==> config.mk <==
export PLATFORM = sky130hd
export DESIGN_NAME = mem_stage
export DESIGN_NICKNAME = d
export VERILOG_FILES = /design/src/rtl/mem_stage_pkg.sv /design/src/rtl/mem_align.sv /design/src/rtl/mem_stage.sv
export SDC_FILE = /design/constraint.sdc
export NUM_CORES = 1
export LEC_CHECK = 0
export ABC_AREA = 1
export CORE_MARGIN = 2
export CORE_UTILIZATION = 40
export CTS_CLUSTER_SIZE = 14
export DETAILED_ROUTE_END_ITERATION = 10
export DONT_BUFFER_PORTS = 1
export GPL_TIMING_DRIVEN = 0
export MAX_ROUTING_LAYER = met4
export PLACE_DENSITY = 0.51
export SLEW_MARGIN = 10
export SYNTH_ARGS = -nofsm -noshare
export SYNTH_HDL_FRONTEND = slang
export SYNTH_HIERARCHICAL = 1
export SYNTH_SLANG_ARGS = --single-unit
==> constraint.sdc <==
create_clock -name clk -period 3.58 [get_ports clk]
set_input_delay 0.716 -clock clk [delete_from_list [all_inputs] [get_ports clk]]
set_output_delay 0.716 -clock clk [all_outputs]
set_load 0.005 [all_outputs]
==> src/rtl/mem_stage_pkg.sv <==
// rtl/mem_stage_pkg.sv - shared encodings for the memory-access stage
package mem_stage_pkg;

    localparam logic [1:0] MEM_SIZE_B = 2'd0;
    localparam logic [1:0] MEM_SIZE_H = 2'd1;
    localparam logic [1:0] MEM_SIZE_W = 2'd2;

    typedef enum logic [1:0] {
        ST_IDLE = 2'd0,
        ST_REQ  = 2'd1,
        ST_WAIT = 2'd2,
        ST_DONE = 2'd3
    } mem_state_e;

endpackage

==> src/rtl/mem_align.sv <==
// rtl/mem_align.sv - store lane replication/strobes and load extract/extension
module mem_align
    import mem_stage_pkg::*;
(
    input  logic [1:0]  size,
    input  logic [1:0]  addr_lo,
    input  logic        is_store,
    input  logic        sext,
    input  logic [31:0] wdata_raw,
    input  logic [31:0] rdata,
    output logic [3:0]  wstrb,
    output logic [31:0] wdata,
    output logic [31:0] load_data
);

    logic [31:0] shifted;

    // Byte/half data is replicated across all lanes; strobes pick the live lane.
    always_comb begin
        wstrb     = 4'b1111;
        wdata     = wdata_raw;
        shifted   = rdata >> {addr_lo, 3'b000};
        load_data = shifted;
        case (size)
            MEM_SIZE_B: begin
                wstrb     = 4'b0001 << addr_lo;
                wdata     = {4{wdata_raw[7:0]}};
                load_data = {{24{sext & shifted[7]}}, shifted[7:0]};
            end
            MEM_SIZE_H: begin
                wstrb     = addr_lo[1] ? 4'b1100 : 4'b0011;
                wdata     = {2{wdata_raw[15:0]}};
                load_data = {{16{sext & shifted[15]}}, shifted[15:0]};
            end
            default: begin
                wstrb     = 4'b1111;
                wdata     = wdata_raw;
                load_data = shifted;
            end
        endcase
        if (!is_store) begin
            wstrb = 4'b0000;
        end
    end

endmodule

==> src/rtl/mem_stage.sv <==
// rtl/mem_stage.sv - pipeline memory-access stage with data-SRAM handshake
module mem_stage
    import mem_stage_pkg::*;
(
    input  logic        clk,
    input  logic        rst,
    input  logic        ex_to_mem_valid,
    output logic        o_mem_ready,
    output logic        mem_to_wb_valid,
    input  logic        i_wb_ready,
    output logic        mem_valid,
    input  logic [31:0] ex_pc,
    input  logic [31:0] ex_inst,
    input  logic [31:0] ex_alu_result,
    input  logic        ex_rf_we,
    input  logic [4:0]  ex_rf_waddr,
    input  logic        ex_mem_re,
    input  logic        ex_mem_we,
    input  logic [1:0]  ex_mem_size,
    input  logic        ex_mem_sext,
    input  logic [31:0] ex_mem_wdata,
    output logic        data_sram_req,
    output logic        data_sram_wr,
    output logic [1:0]  data_sram_size,
    output logic [3:0]  data_sram_wstrb,
    output logic [31:0] data_sram_addr,
    output logic [31:0] data_sram_wdata,
    input  logic        data_sram_addr_ok,
    input  logic        data_sram_data_ok,
    input  logic [31:0] data_sram_rdata,
    output logic [31:0] mem_pc,
    output logic [31:0] mem_inst,
    output logic        mem_rf_we,
    output logic [4:0]  mem_rf_waddr,
    output logic [31:0] mem_rf_wdata
);

    mem_state_e  state_q, state_d;
    logic        valid_q, valid_d;
    logic [31:0] pc_q, pc_d, inst_q, inst_d, alu_result_q, alu_result_d;
    logic        rf_we_q, rf_we_d, mem_re_q, mem_re_d, mem_we_q, mem_we_d;
    logic [4:0]  rf_waddr_q, rf_waddr_d;
    logic [1:0]  mem_size_q, mem_size_d;
    logic        mem_sext_q, mem_sext_d;
    logic [31:0] mem_wdata_q, mem_wdata_d, rdata_q, rdata_d;
    logic        is_mem, ready_go, latch, handoff;
    logic [31:0] load_data;

    assign is_mem          = mem_re_q | mem_we_q;
    assign ready_go        = ~is_mem | (state_q == ST_DONE);
    assign o_mem_ready     = ~valid_q | (ready_go & i_wb_ready);
    assign mem_to_wb_valid = valid_q & ready_go;
    assign mem_valid       = valid_q;
    assign latch           = ex_to_mem_valid & o_mem_ready;
    assign handoff         = mem_to_wb_valid & i_wb_ready;

    assign data_sram_req   = valid_q & (state_q == ST_REQ);
    assign data_sram_wr    = mem_we_q;
    assign data_sram_size  = mem_size_q;
    assign data_sram_addr  = alu_result_q;
    assign mem_pc          = pc_q;
    assign mem_inst        = inst_q;
    assign mem_rf_we       = rf_we_q & valid_q;
    assign mem_rf_waddr    = rf_waddr_q;
    assign mem_rf_wdata    = mem_re_q ? load_data : alu_result_q;

    mem_align u_align (
        .size      (mem_size_q),
        .addr_lo   (alu_result_q[1:0]),
        .is_store  (mem_we_q),
        .sext      (mem_sext_q),
        .wdata_raw (mem_wdata_q),
        .rdata     (rdata_q),
        .wstrb     (data_sram_wstrb),
        .wdata     (data_sram_wdata),
        .load_data (load_data)
    );

    // Next-state: a new latch always restarts the FSM; otherwise walk the bus handshake.
    always_comb begin
        state_d      = state_q;
        valid_d      = valid_q;
        pc_d         = pc_q;
        inst_d       = inst_q;
        alu_result_d = alu_result_q;
        rf_we_d      = rf_we_q;
        rf_waddr_d   = rf_waddr_q;
        mem_re_d     = mem_re_q;
        mem_we_d     = mem_we_q;
        mem_size_d   = mem_size_q;
        mem_sext_d   = mem_sext_q;
        mem_wdata_d  = mem_wdata_q;
        rdata_d      = rdata_q;
        if (o_mem_ready) begin
            valid_d = ex_to_mem_valid;
        end
        if (latch) begin
            pc_d         = ex_pc;
            inst_d       = ex_inst;
            alu_result_d = ex_alu_result;
            rf_we_d      = ex_rf_we;
            rf_waddr_d   = ex_rf_waddr;
            mem_re_d     = ex_mem_re;
            mem_we_d     = ex_mem_we;
            mem_size_d   = ex_mem_size;
            mem_sext_d   = ex_mem_sext;
            mem_wdata_d  = ex_mem_wdata;
            state_d      = (ex_mem_re | ex_mem_we) ? ST_REQ : ST_IDLE;
        end else begin
            case (state_q)
                ST_REQ: begin
                    if (valid_q && data_sram_addr_ok) begin
                        if (data_sram_data_ok) begin
                            state_d = ST_DONE;
                            rdata_d = data_sram_rdata;
                        end else begin
                            state_d = ST_WAIT;
                        end
                    end
                end
                ST_WAIT: begin
                    if (data_sram_data_ok) begin
                        state_d = ST_DONE;
                        rdata_d = data_sram_rdata;
                    end
                end
                ST_DONE: begin
                    if (handoff) begin
                        state_d = ST_IDLE;
                    end
                end
                default: state_d = ST_IDLE;
            endcase
        end
    end

    // State and payload registers.
    always_ff @(posedge clk) begin
        if (rst) begin
            state_q      <= ST_IDLE;
            valid_q      <= 1'b0;
            pc_q         <= '0;
            inst_q       <= '0;
            alu_result_q <= '0;
            rf_we_q      <= 1'b0;
            rf_waddr_q   <= '0;
            mem_re_q     <= 1'b0;
            mem_we_q     <= 1'b0;
            mem_size_q   <= '0;
            mem_sext_q   <= 1'b0;
            mem_wdata_q  <= '0;
            rdata_q      <= '0;
        end else begin
            state_q      <= state_d;
            valid_q      <= valid_d;
            pc_q         <= pc_d;
            inst_q       <= inst_d;
            alu_result_q <= alu_result_d;
            rf_we_q      <= rf_we_d;
            rf_waddr_q   <= rf_waddr_d;
            mem_re_q     <= mem_re_d;
            mem_we_q     <= mem_we_d;
            mem_size_q   <= mem_size_d;
            mem_sext_q   <= mem_sext_d;
            mem_wdata_q  <= mem_wdata_d;
            rdata_q      <= rdata_d;
        end
    end

endmodule
# Word level (Yosys, flattened, before mapping)
# Cells that the tools add are included.
[word_totals]
register_bits = 174
out_inout_bits = 177
wordCells = 59
input_bits = 177
[classes]
n_reduce_logical = 5
n_shift = 2
mux = 16
bitwise = 15
n_eq_ne = 8
[op_table]
columns = ["op", "n"]
rows = [
  ["case mux 32 bit (2 select lines)", 3],
  ["2-to-1 mux 32 bit", 3],
  [">> shifter 32 x 5 -> 32 bit", 1],
  ["AND 1 bit", 8],
  ["2-to-1 mux 2 bit", 4],
  ["2-to-1 mux 4 bit", 2],
  ["case mux 4 bit (2 select lines)", 1],
  ["!= test 3 bit, second input constant", 2],
  ["case mux 2 bit (3 select lines)", 1],
  ["AND reduction 3 bit", 2],
  ["== test 2 x 1 -> 1 bit, second input constant", 2],
  ["== test 2 bit, second input constant", 2],
  ["OR 1 bit", 4],
  ["left shift 1 x 2 -> 4 bit, first input constant", 1],
  ["!= test 3 x 2 -> 1 bit, second input constant", 1],
  ["NOT 1 bit", 3],
  ["zero test 2 bit", 1],
  ["2-to-1 mux 1 bit", 2],
  ["!= test 2 x 1 -> 1 bit, second input constant", 1],
  ["nonzero test 2 bit", 1],
  ["logical AND 1 bit", 1],
]

# Longest topological paths before layout
# Gate-level depths: netlist of run 1.
[logic_depth]
ltp_word = 8
mapped_depth = 11
mapped_depth_nobuf = 10

# Hierarchy
# The synthesis of run 1 kept the hierarchy.
[by_module_without_submodules]
columns = ["module", "seq_area_each_um2", "instances", "cells_each", "area_per_inst_um2"]
rows = [
  ["mem_stage", 3483.3, 1, 1021, 7119.3],
  ["mem_align", 0.0, 1, 250, 1134.8],
]

# Worst setup path after synthesis of run 1
# Ideal clock, no wire load.
[synth_path]
path_type = "register to output"
from = "register alu_result_q[1], in the netlist data_sram_addr[1]"
to = "output port mem_rf_wdata[24]"
path_stages_with_launch = 9
n_path_buf = 2
setup_slack_ps = 1578
arrival_time_ps = 1286
cell_sequence = "dfxtp_1 > buf_4 > nand3_2 > nand3_2 > nand2_4 > buf_4 > nand3_1 > nand2_1 > nand2_1"
[synth_between]
elab_chain_cells = 4
word_cells_on_any_way = 5
cone_classes = "shift (1); mux (2); bitwise (2)"
[synth_rtl]
columns = ["element", "line_no", "source"]
rows = [
  ["start, declared", "mem_stage.sv:40", "logic [31:0] pc_q, pc_d, inst_q, inst_d, alu_result_q, alu_result_d;"],
  ["start signal, assigned", "mem_stage.sv:158", "alu_result_q <= alu_result_d;"],
  [">> shifter 32 x 5 -> 32 bit (*)", "mem_align.sv:22", "shifted = rdata >> {addr_lo, 3'b000};"],
  ["AND 1 bit, on equally long branches", "mem_align.sv:33, mem_align.sv:28", ""],
  ["case mux 32 bit (2 select lines) (*)", "mem_align.sv:24", "case (size)"],
  ["via load_data[24]", "mem_stage.sv:47", "logic [31:0] load_data;"],
  ["2-to-1 mux 32 bit (*)", "mem_stage.sv:65", "assign mem_rf_wdata = mem_re_q ? load_data : alu_result_q;"],
  ["end, declared", "mem_stage.sv:35", "output logic [31:0] mem_rf_wdata"],
]
# Mark *: on every way through the listed nets, which the timed path passes. The rest lies on a longest branch.

# Worst setup path in the final report of run 1
[layout_path]
from = "register mem_size_q[1], in the netlist data_sram_size[1]"
to = "output port mem_rf_wdata[27]"
[layout_between]
elab_chain_cells = 3
word_cells_on_any_way = 4
cone_classes = "eq/ne (1); mux (2); reduce/logical (1)"
[layout_rtl]
columns = ["element", "line_no", "source"]
rows = [
  ["start, declared", "mem_stage.sv:43", "logic [1:0] mem_size_q, mem_size_d;"],
  ["start signal, assigned", "mem_stage.sv:163", "mem_size_q <= mem_size_d;"],
  ["== test 2 x 1 -> 1 bit / zero test 2 bit (equally long branches)", "mem_align.sv:24", ""],
  ["case mux 32 bit (2 select lines) (*)", "mem_align.sv:24", ""],
  ["via load_data[27]", "mem_stage.sv:47", ""],
  ["2-to-1 mux 32 bit (*)", "mem_stage.sv:65", ""],
]
# Marks and branches as above.

==> flow_summary.yaml, run 1 <==
clocking:
  clock_latency_ns: 0.44
  tritoncts: "done"
  cts_inserted_buffers: 17
  postCtsResizedCells: 0
  cts.sinks: 174
  cts-root-to-sink-buffers: 2
  clk_pin_slew_worst_paths_ns: 0.07
  cts.root.buffer_cell: "clkbuf_16"
  cts_setup_buffers: 0
  htreeDepth: 4
  holdBufCountCts: 0
worst_setup_path:
  critical-path-top-delay-family: "buffers and inverters"
  worst-endpoint-arrival_ns: 2.23
  worst_path_most_repeated_cell: "nand2_1"
  worst_path_largest_cell_delay_ns: 0.48
  start_kind: "register"
  timing.critical_path.required_ns: 2.86
  critical_path_cell_count: 9
  slowest_stage: "dfxtp_1"
  worst_setup_path_end_kind: "output pin"
  timing_worst_setup_path_type: "reg -> out"
  path_cells: "buf_2 -> inv_4 -> nand2_1 -> nor2_2 -> nand2_4 -> buf_4 -> nand3_1 -> nand2_1 -> o21ai_0"
  critical_path.max_fanout: 10
  reg2regPathDepth: 8
  worstPathBufferInverterCount: 3
sta:
  hold_viol_final: 0
  drv_slew: 0
  setup_tns_final_ns: 0
  rsz0062_at_grt: "false"
  worst_pin_slew_ns: 0.818
  slew_headroom_pct: 45.4
  min_period_over_period_pct: 82.2
  timing.fmax_mhz: 340
  fin_skew_ns: 0.0113
  setup_ws_ns: 0.638
  setup_violations: 0
  post-route-min-period_ns: 2.94
yosys:
  postSynthRegisterBits: 174
  synth_area_leader_cell: "dfxtp_1"
  synth_cells: 1271
  ys_warn_count: 6
  netlist_top_cells_area: "dfxtp_1, nand2_1, nor2_1"
  synth_cell_type_count: 31
  synthDominantCellAreaShare_pct: 42.2
  synth.net_count: 1451
  post_synth.cell_area_avg_um2: 6.49
  netlist_area_um2: 8250
  synth.yosys.seq_area_share_pct: 42.2
final_layout:
  flow.area_growth_from_synthesis_pct: 11.1
  ff_latch_area_um2: 3480
  layout-drive-gt1-share_pct: 7.60
  total_area_of_multi_input_combinational_cells_um2: 3800
  nets: 1470
  fill_cells: 2245
routing:
  antenna_left: 0
  post_drt_wl_per_cell_um: 17.8
  drt_iter0_drc: 408
  dr.pass1.iters: 5
  via_per_inst: 4.91
  remaining_drc_errors: 0
  wire_length_reported_by_the_detailed_router_um: 28000
  vias: 7721
floorplanning:
  initial_core_util_pct: 40.8
  boundaryPins: 354
  placementRows: 52
  die_w_um: 148
  overall_die_area_um2: 21800
  core-area_um2: 20200
  vertical_die_dimension_um: 148
run:
  cap_violations: 0
min_path:
  min-delay-path-class: "in -> reg"
  min_path_cells: 1
outcome:
  status: "finished clean"
power:
  cellLeakagePower_nw: 4.42
  power_per_cell_area_nw_per_um2: 528
  worst_ir_drop_vdd_mv: 0.291
grt:
  gr-total-overflow: 0
  grt_pass1_vias: 7353
  grt_usage_pct: 25.8
  grt_max_degree: 19
  antenna_found_initial: 1
  grt_pass1_wl_um: 41900
place:
  gpl.final_weighted_congestion: 0.883
  dp.final_hpwl_um: 22100
  dp_slack_ns: 1.04
  place.port_buffers: 0
## layout make-up
type | count | area share, %
inverter | 117 | 4.83
sequential | 174 | 38.0
multi-input combinational | 892 | 41.4
antenna | 1 | 0.0273
clock buffer | 18 | 4.79
buffer | 88 | 5.80
tap | 270 | 3.68
clock inverter | 14 | 1.50
## flip-flops by register name, indices dropped and copies added, names as in the netlist, 2 cells and up
register        cells
data_sram_addr     32
mem_inst           32
mem_pc             32
mem_wdata_q        32
rdata_q            32
mem_rf_waddr        5
data_sram_size      2
state_q             2
## Yosys cell counts, drive strengths merged
cell type	instances
nand3b	1
or2	1
nand4	32
a21oi	8
nor2	320
buf	47
o21ai	143
o211ai	1
a22oi	7
inv	116
dfxtp	174
and2	1
clkbuf	41
ha	3
clkinv	1
nand3	40
nand2	335
## through the flow
stage               instances  power [mW]  hold slack (ns)  utilization [%]  cell area, um2
detailed placement       1541        3.06            0.471             42.5            8590
finish                   1574        4.85            0.344             45.3            9170
floorplan                1271        2.81            0.454                -            8250
global route             1574        5.09            0.330             45.3            9170
global placement         1541        3.05            0.463             42.5            8590
CTS                      1573        4.89            0.328             45.3            9170
## layout by cell type, fill, tap and decap left out, types with 2 or more instances in the layout
| cell type | n |
|---|---|
| ha_1 | 3 |
| nand2_2 | 2 |
| nand4_1 | 32 |
| nand3_1 | 38 |
| clkbuf_1 | 39 |
| nand2_4 | 4 |
| clkinv_2 | 2 |
| inv_8 | 5 |
| inv_6 | 5 |
| nand2_1 | 329 |
| nor2_2 | 3 |
| clkbuf_16 | 17 |
| buf_2 | 15 |
| buf_4 | 15 |
| inv_2 | 3 |
| clkbuf_2 | 2 |
| inv_1 | 112 |
| dfxtp_1 | 174 |
| o21ai_1 | 31 |
| o21ai_0 | 111 |
| a22oi_1 | 7 |
| nand3_2 | 2 |
| a21oi_1 | 8 |
| buf_6 | 15 |
| nor2_1 | 316 |
## metal layers
layer / global-route usage, % / share of wire (%) / vias to the layer above
met5: - / 0 / -
met4: 7.21 / 1.9 / 0
met3: 8.27 / 9.0 / 36
met2: 43.0 / 49 / 284
met1: 29.9 / 41 / 3434
li1: - / - / 3967
## cells by family (layout without fill, tap and decap cells)
kind of cell / Yosys count / in the layout / synth area share, %
compound gates: 159 / 159 / 9.93
buf+inv: 205 / 237 / 11.8
flops: 174 / 174 / 42.2
simple gates: 730 / 730 / 35.6
other cells: 0 / 1 / 0
fa+ha+maj: 3 / 3 / 0.455
## final timing paths
kind,from,endpoint,slack [ns]
setup / recovery,data_sram_size[1]$_SDFFE_PP0P_,mem_rf_wdata[27],0.64
hold / removal,rst,mem_valid$_SDFFE_PP0N_,0.34
setup reg to reg,state_q[0]$_SDFFE_PP0P_,rdata_q[8]$_SDFFE_PP0P_,1.57
hold reg to reg,mem_wdata_q[19]$_SDFFE_PP0P_,mem_wdata_q[19]$_SDFFE_PP0P_,0.49
## where the power goes
group | leakage, nW | switching, mW | internal, mW | total [mW]
Combinational | 2.70 | 0.495 | 0.248 | 0.744
Clock | 0.285 | 0.892 | 0.949 | 1.84
Sequential | 1.44 | 0.162 | 2.10 | 2.26
Total | 4.42 | 1.55 | 3.30 | 4.85
(Power assumes the default switching activity.)
==> run 2: changes to the inputs <==
--- a/config.mk
+++ b/config.mk
@@ -13,7 +13,7 @@
 export DONT_BUFFER_PORTS = 1
 export GPL_TIMING_DRIVEN = 0
 export MAX_ROUTING_LAYER = met4
-export PLACE_DENSITY = 0.51
+export PLACE_DENSITY = 0.53
 export SLEW_MARGIN = 10
 export SYNTH_ARGS = -nofsm -noshare
 export SYNTH_HDL_FRONTEND = slang
==> constraint.sdc (replaced) <==
create_clock -name clk -period 2.5 [get_ports clk]
set_input_delay 0.5 -clock clk [delete_from_list [all_inputs] [get_ports clk]]
set_output_delay 0.5 -clock clk [all_outputs]
set_load 0.005 [all_outputs]
==> run 2 against run 1 <==
Hold slack got worse by 0.21 ns. Design area rose by 0.90%. Setup slack got worse by 0.53 ns. Largest cell class unchanged. Via count rose by 1.4%. Clock-buffer cell count rose by 1. Highest routed layer unchanged. Cell count did not move. Critical path type unchanged.
==> flow_summary.yaml, run 2 (synthesis results as in run 1) <==
final_layout:
  layout_commonest_cell: "nand2_1"
  nets: 1470
  flow.area_growth_from_synthesis_pct: 12.1
  layout-drive-gt1-share_pct: 8.52
  fill_cells: 2218
  commonest_cells_after_routing_fill_and_taps_aside: "nand2_1, nor2_1, dfxtp_1"
  instances_no_fill: 1574
outcome:
  status: "finished clean"
sta:
  hold_viol_final: 0
  rsz0062_at_grt: "true"
  timing.fmax_mhz: 418
  worst_hold_slack_ns: 0.132
  setup_violations: 0
  slew_headroom_pct: 46.6
  fin_skew_ns: 0.0107
  min_period_over_period_pct: 95.7
  drv_slew: 0
  worst_pin_slew_ns: 0.801
  post-route-min-period_ns: 2.39
worst_setup_path:
  timing_worst_setup_path_type: "reg -> out"
  timing.critical_path.required_ns: 2.00
  worst_path_most_repeated_cell: "nand2_1"
  worst_path_largest_cell_delay_ns: 0.44
  worstPathBufferInverterCount: 3
  worst_setup_path_end_kind: "output pin"
  slowest_stage: "dfxtp_4"
  critical_path.max_fanout: 10
  critical-path-top-delay-family: "simple AND/OR/NAND/NOR gates"
  start_kind: "register"
  worst-endpoint-arrival_ns: 1.89
  path_cells: "inv_2 -> buf_6 -> nor2_4 -> buf_6 -> nand2_1 -> nand3_1 -> nand2_1 -> nand2_1 -> nand2_1 -> nand2_1"
clocking:
  holdBufCountCts: 0
  cts.root.buffer_cell: "clkbuf_16"
  cts_inserted_buffers: 17
  tritoncts: "done"
  clock_latency_ns: 0.43
  cts-root-to-sink-buffers: 2
  clk_pin_slew_worst_paths_ns: 0.07
  cts.sinks: 174
  htreeDepth: 4
  cts_setup_buffers: 0
power:
  cellLeakagePower_nw: 4.45
  worst_ir_drop_vdd_mv: 0.400
  power_per_cell_area_nw_per_um2: 759
  power.share.sequential_pct: 46.1
  netSwitchingFraction_pct: 31.4
  p_comb_share_pct: 15.3
  p_int_mw: 4.82
  clock_power_share_pct: 38.5
  power.net_switching_mw: 2.21
grt:
  grt_usage_pct: 25.6
  gr-total-overflow: 0
  grt_pass1_vias: 7554
  antenna_found_initial: 1
  grt_max_degree: 18
  grt_pass1_wl_um: 41800
routing:
  dr.pass1.iters: 4
  drt_iter0_drc: 295
  via_per_inst: 4.98
  wire_length_reported_by_the_detailed_router_um: 27800
  post_drt_wl_per_cell_um: 17.7
  antenna_left: 0
  vias: 7832
  remaining_drc_errors: 0
floorplanning:
  die_w_um: 148
  core-area_um2: 20200
  vertical_die_dimension_um: 148
  overall_die_area_um2: 21800
  initial_core_util_pct: 40.8
  placementRows: 52
  boundaryPins: 354
run:
  cap_violations: 0
place:
  dp.final_hpwl_um: 22100
  dp.cells: 1541
  gpl.final_weighted_congestion: 0.879
  place.port_buffers: 0
min_path:
  min-delay-path-class: "in -> reg"
run 2: cell count changes in the layout (fill, tap and decap cells not counted), moves of 2 or more:
cell      change
nand3_2       +2
nand3_1       -2
buf_6         +2
nand2_1       -4
dfxtp_2       +2
dfxtp_4       +2
nor2_4        +4
clkinv_4      +2
nand2_2       +3
dfxtp_1       -4
nor2_2        -3
run 2: timing repair:
| action | in CTS | in global routing |
|---|---|---|
| pin swaps | 1 | 0 |
| cloned | 0 | 0 |
| setup endpoints to repair | 27 | 17 |
| gates resized for setup | 11 | 13 |
run 2: area by class of cell:
type	instances	area, um2	share of cell area (%)
diodes	1	2.50	0.0270
plain buffers	88	543	5.87
clock buffers	19	443	4.79
clock inverters	13	145	1.57
inverters	117	445	4.81
multi-input cells	892	3840	41.5
flip-flops and latches	174	3490	37.8
well taps	270	338	3.65
run 2: through the flow:
| step | setup TNS [ns] | power (mW) | cell area, um2 | setup slack, ns | util [%] |
|---|---|---|---|---|---|
| floorplan | 0 | 4.03 | 8250 | 0.714 | - |
| global placement | 0 | 4.36 | 8590 | 0.231 | 42.5 |
| detailed placement | 0 | 4.37 | 8590 | 0.223 | 42.5 |
| CTS | 0 | 7.07 | 9210 | 0.0220 | 45.5 |
| global route | -0.0363 | 7.35 | 9250 | -0.0230 | 45.7 |
| finish | 0 | 7.02 | 9250 | 0.107 | 45.7 |
run 2: final timing paths:
kind / to / startpoint / depth (start not counted) / slack [ns]
hold / removal: mem_re_q$_SDFFE_PP0P_ / rst / 1 / 0.13
setup reg to reg: rdata_q[3]$_SDFFE_PP0P_ / state_q[0]$_SDFFE_PP0P_ / 7 / 0.53
hold reg to reg: mem_wdata_q[31]$_SDFFE_PP0P_ / mem_wdata_q[31]$_SDFFE_PP0P_ / 2 / 0.49
setup / recovery: mem_rf_wdata[13] / data_sram_addr[0]$_SDFFE_PP0P_ / 10 / 0.11
run 2: layer usage:
metal / vias up / wire (um) / track usage [%]
met5: - / 0 / -
met4: 0 / 537 / 6.83
met3: 34 / 2320 / 8.12
met2: 294 / 13400 / 42.3
met1: 3535 / 11600 / 30.2
li1: 3969 / - / -
run 2: power by group through the flow:
stage,logic (mW),registers [mW],clock network [mW]
final,1.08,3.24,2.71
after detailed placement,1.07,3.30,0
after CTS,1.08,3.24,2.75
after global routing,1.23,3.27,2.85
after global placement,1.06,3.30,0
after floorplan,0.814,3.21,0
==> run 3: changes to the inputs <==
==> constraint.sdc (replaced) <==
create_clock -name clk -period 2.2 [get_ports clk]
set_input_delay 0.44 -clock clk [delete_from_list [all_inputs] [get_ports clk]]
set_output_delay 0.44 -clock clk [all_outputs]
set_load 0.005 [all_outputs]
==> run 3 against run 2 <==
The flow now finishes with violations (negative setup slack). Die area unchanged. Register-to-register slack worse by 0.29 ns. Routed wire length rose by 1.8%. Power rose by 15%. Clock-buffer cell count unchanged. Sequential power up 14%. Setup slack lost 0.16 ns. Sequential cell count stayed put. Global-route usage increased by 0.25 points. Sequential share of layout area shrank 1.8 points. Combinational power grew 22%. Critical path type unchanged. Largest cell class unchanged.
==> flow_summary.yaml, run 3 (synthesis results as in run 1) <==
worst_setup_path:
  start_kind: "register"
  worst-endpoint-arrival_ns: 1.81
  setup.reg_to_reg.worst_slack_ns: 0.24
  worst_r2r_startpoint: "state_q[0]$_SDFFE_PP0P_"
  critical-path-top-delay-family: "flip-flops"
  worst_path_most_repeated_cell: "nand2_2"
  reg2regPathDepth: 7
  rr_endpoint: "rdata_q[3]$_SDFFE_PP0P_"
  path_cells: "inv_4 -> buf_8 -> nor2_4 -> buf_4 -> buf_6 -> a22oi_1 -> nand2_1 -> nand2_2 -> nand2_2"
  timing.critical_path.required_ns: 1.76
  worstPathBufferInverterCount: 4
  worst_setup_path_end_kind: "output pin"
  worst_path_largest_cell_delay_ns: 0.46
  slowest_stage: "dfxtp_4"
  critical_path.max_fanout: 8
  timing_worst_setup_path_type: "reg -> out"
place:
  dp.final_hpwl_um: 22100
  place.port_buffers: 0
  placed_area_um2: 8590
  dp.cells: 1541
  gpl.final_weighted_congestion: 0.879
grt:
  antenna_found_initial: 1
  grt_pass1_wl_um: 42200
  gr-total-overflow: 0
  grt_max_degree: 18
  grt_pass1_vias: 7605
  grt_usage_pct: 25.9
sta:
  fin_skew_ns: 0.0101
  setup_ws_ns: -0.0538
  post-route-min-period_ns: 2.25
  worst_hold_slack_ns: 0.0706
  timing.fmax_mhz: 444
  rsz0062_at_grt: "true"
  setup_violations: 15
  worst_pin_slew_ns: 0.812
  slew_headroom_pct: 45.8
  setup_tns_final_ns: -0.320
  drv_slew: 0
  min_period_over_period_pct: 102
  hold_viol_final: 0
floorplanning:
  initial_core_util_pct: 40.8
  vertical_die_dimension_um: 148
  placementRows: 52
  boundaryPins: 354
  die_w_um: 148
  overall_die_area_um2: 21800
  core-area_um2: 20200
final_layout:
  flow.area_growth_from_synthesis_pct: 17.9
  nets: 1490
  layout.cell_area.non_filler_um2: 9730
  commonest_cells_after_routing_fill_and_taps_aside: "nor2_1, nand2_1, dfxtp_1"
  layout-drive-gt1-share_pct: 15.0
  final_core_util_pct: 48.1
  layout_commonest_cell: "nor2_1"
  instances_no_fill: 1594
clocking:
  cts-root-to-sink-buffers: 2
  clk_pin_slew_worst_paths_ns: 0.07
  tritoncts: "done"
  htreeDepth: 4
  cts_inserted_buffers: 17
  cts.sinks: 174
  holdBufCountCts: 0
  cts.root.buffer_cell: "clkbuf_16"
  clock_latency_ns: 0.43
run:
  cap_violations: 0
min_path:
  min-delay-start: "rst"
  min_path_cells: 1
  hold_end: "mem_valid$_SDFFE_PP0N_"
  min-delay-path-class: "in -> reg"
power:
  power.net_switching_mw: 2.54
  power.share.sequential_pct: 45.7
  netSwitchingFraction_pct: 31.4
  worst_ir_drop_vdd_mv: 0.492
  p_int_mw: 5.54
  p_comb_share_pct: 16.4
  clock_power_share_pct: 38.0
  cellLeakagePower_nw: 4.73
  power_per_cell_area_nw_per_um2: 830
routing:
  post_drt_wl_per_cell_um: 17.8
  remaining_drc_errors: 0
  vias: 7987
  drt_iter0_drc: 336
  wire_length_reported_by_the_detailed_router_um: 28300
  antenna_left: 0
  via_per_inst: 5.01
  dr.pass1.iters: 5
outcome:
  status: "complete, but fails checks"
  violations_in_the_final_reports: "negative setup slack"
-- run 3: cell count changes in the layout (fill, tap and decap cells not counted), moves of 6 or more --
cell     before  now
nand2_2       5   47
buf_8         1    7
nand3_1      36   18
nand2_1     325  283
nand3_2       4   21
buf_4        14   26
-- run 3: what timing repair did --
item / 4_1_cts / 5_1_grt
pin swaps: 17 / 24
setup buffers: 9 / 7
endpoints found under the setup margin: 58 / 46
gates resized for setup: 51 / 63
cloned: 1 / 3
-- run 3: worst max path at each step --
stage                                         from          endpoint  slack [ns]  cells after the start
floorplan           data_sram_addr[1]$_SDFFE_PP0P_  mem_rf_wdata[24]        0.47                      8
global placement    data_sram_addr[0]$_SDFFE_PP0P_  mem_rf_wdata[27]      -0.009                      8
detailed placement  data_sram_addr[1]$_SDFFE_PP0P_  mem_rf_wdata[27]       -0.02                      8
CTS                 data_sram_addr[0]$_SDFFE_PP0P_  mem_rf_wdata[13]       -0.07                     10
global route        data_sram_addr[0]$_SDFFE_PP0P_   mem_rf_wdata[4]       -0.14                      9
finish              data_sram_addr[0]$_SDFFE_PP0P_   mem_rf_wdata[4]       -0.05                      9
-- run 3: power groups by stage --
| stage | clock network (mW) | registers [mW] | logic (mW) |
|---|---|---|---|
| 2_1_floorplan | 0 | 3.65 | 0.925 |
| 3_3_place_gp | 0 | 3.75 | 1.20 |
| 3_5_place_dp | 0 | 3.75 | 1.22 |
| 4_1_cts | 3.13 | 3.69 | 1.27 |
| 5_1_grt | 3.24 | 3.72 | 1.49 |
| 6_report | 3.07 | 3.69 | 1.32 |
-- run 3: final cells by class --
class | count | area [um2]
Sequential cell | 174 | 3500
Buffer | 88 | 584
Clock buffer | 19 | 443
Fill cell | 2149 | 10500
Multi-Input combinational cell | 892 | 4050
Timing Repair Buffer | 20 | 210
Clock inverter | 13 | 145
Tap cell | 270 | 338
Inverter | 117 | 455
Antenna cell | 1 | 2.50
-- run 3: stage by stage --
stage / power (mW) / worst slack [ns]
after global placement: 4.96 / -0.00917
after CTS: 8.09 / -0.0699
after global routing: 8.45 / -0.135
final: 8.08 / -0.0538
after floorplan: 4.57 / 0.474
after detailed placement: 4.97 / -0.0171
-- run 3: per-layer routing --
layer	GRT usage (%)	vias to the layer above	wire length, um
met4	7.21	0	647
met2	42.4	308	13600
met1	30.6	3620	11600
li1	-	4018	-
met3	8.24	41	2560
met5	-	-	0
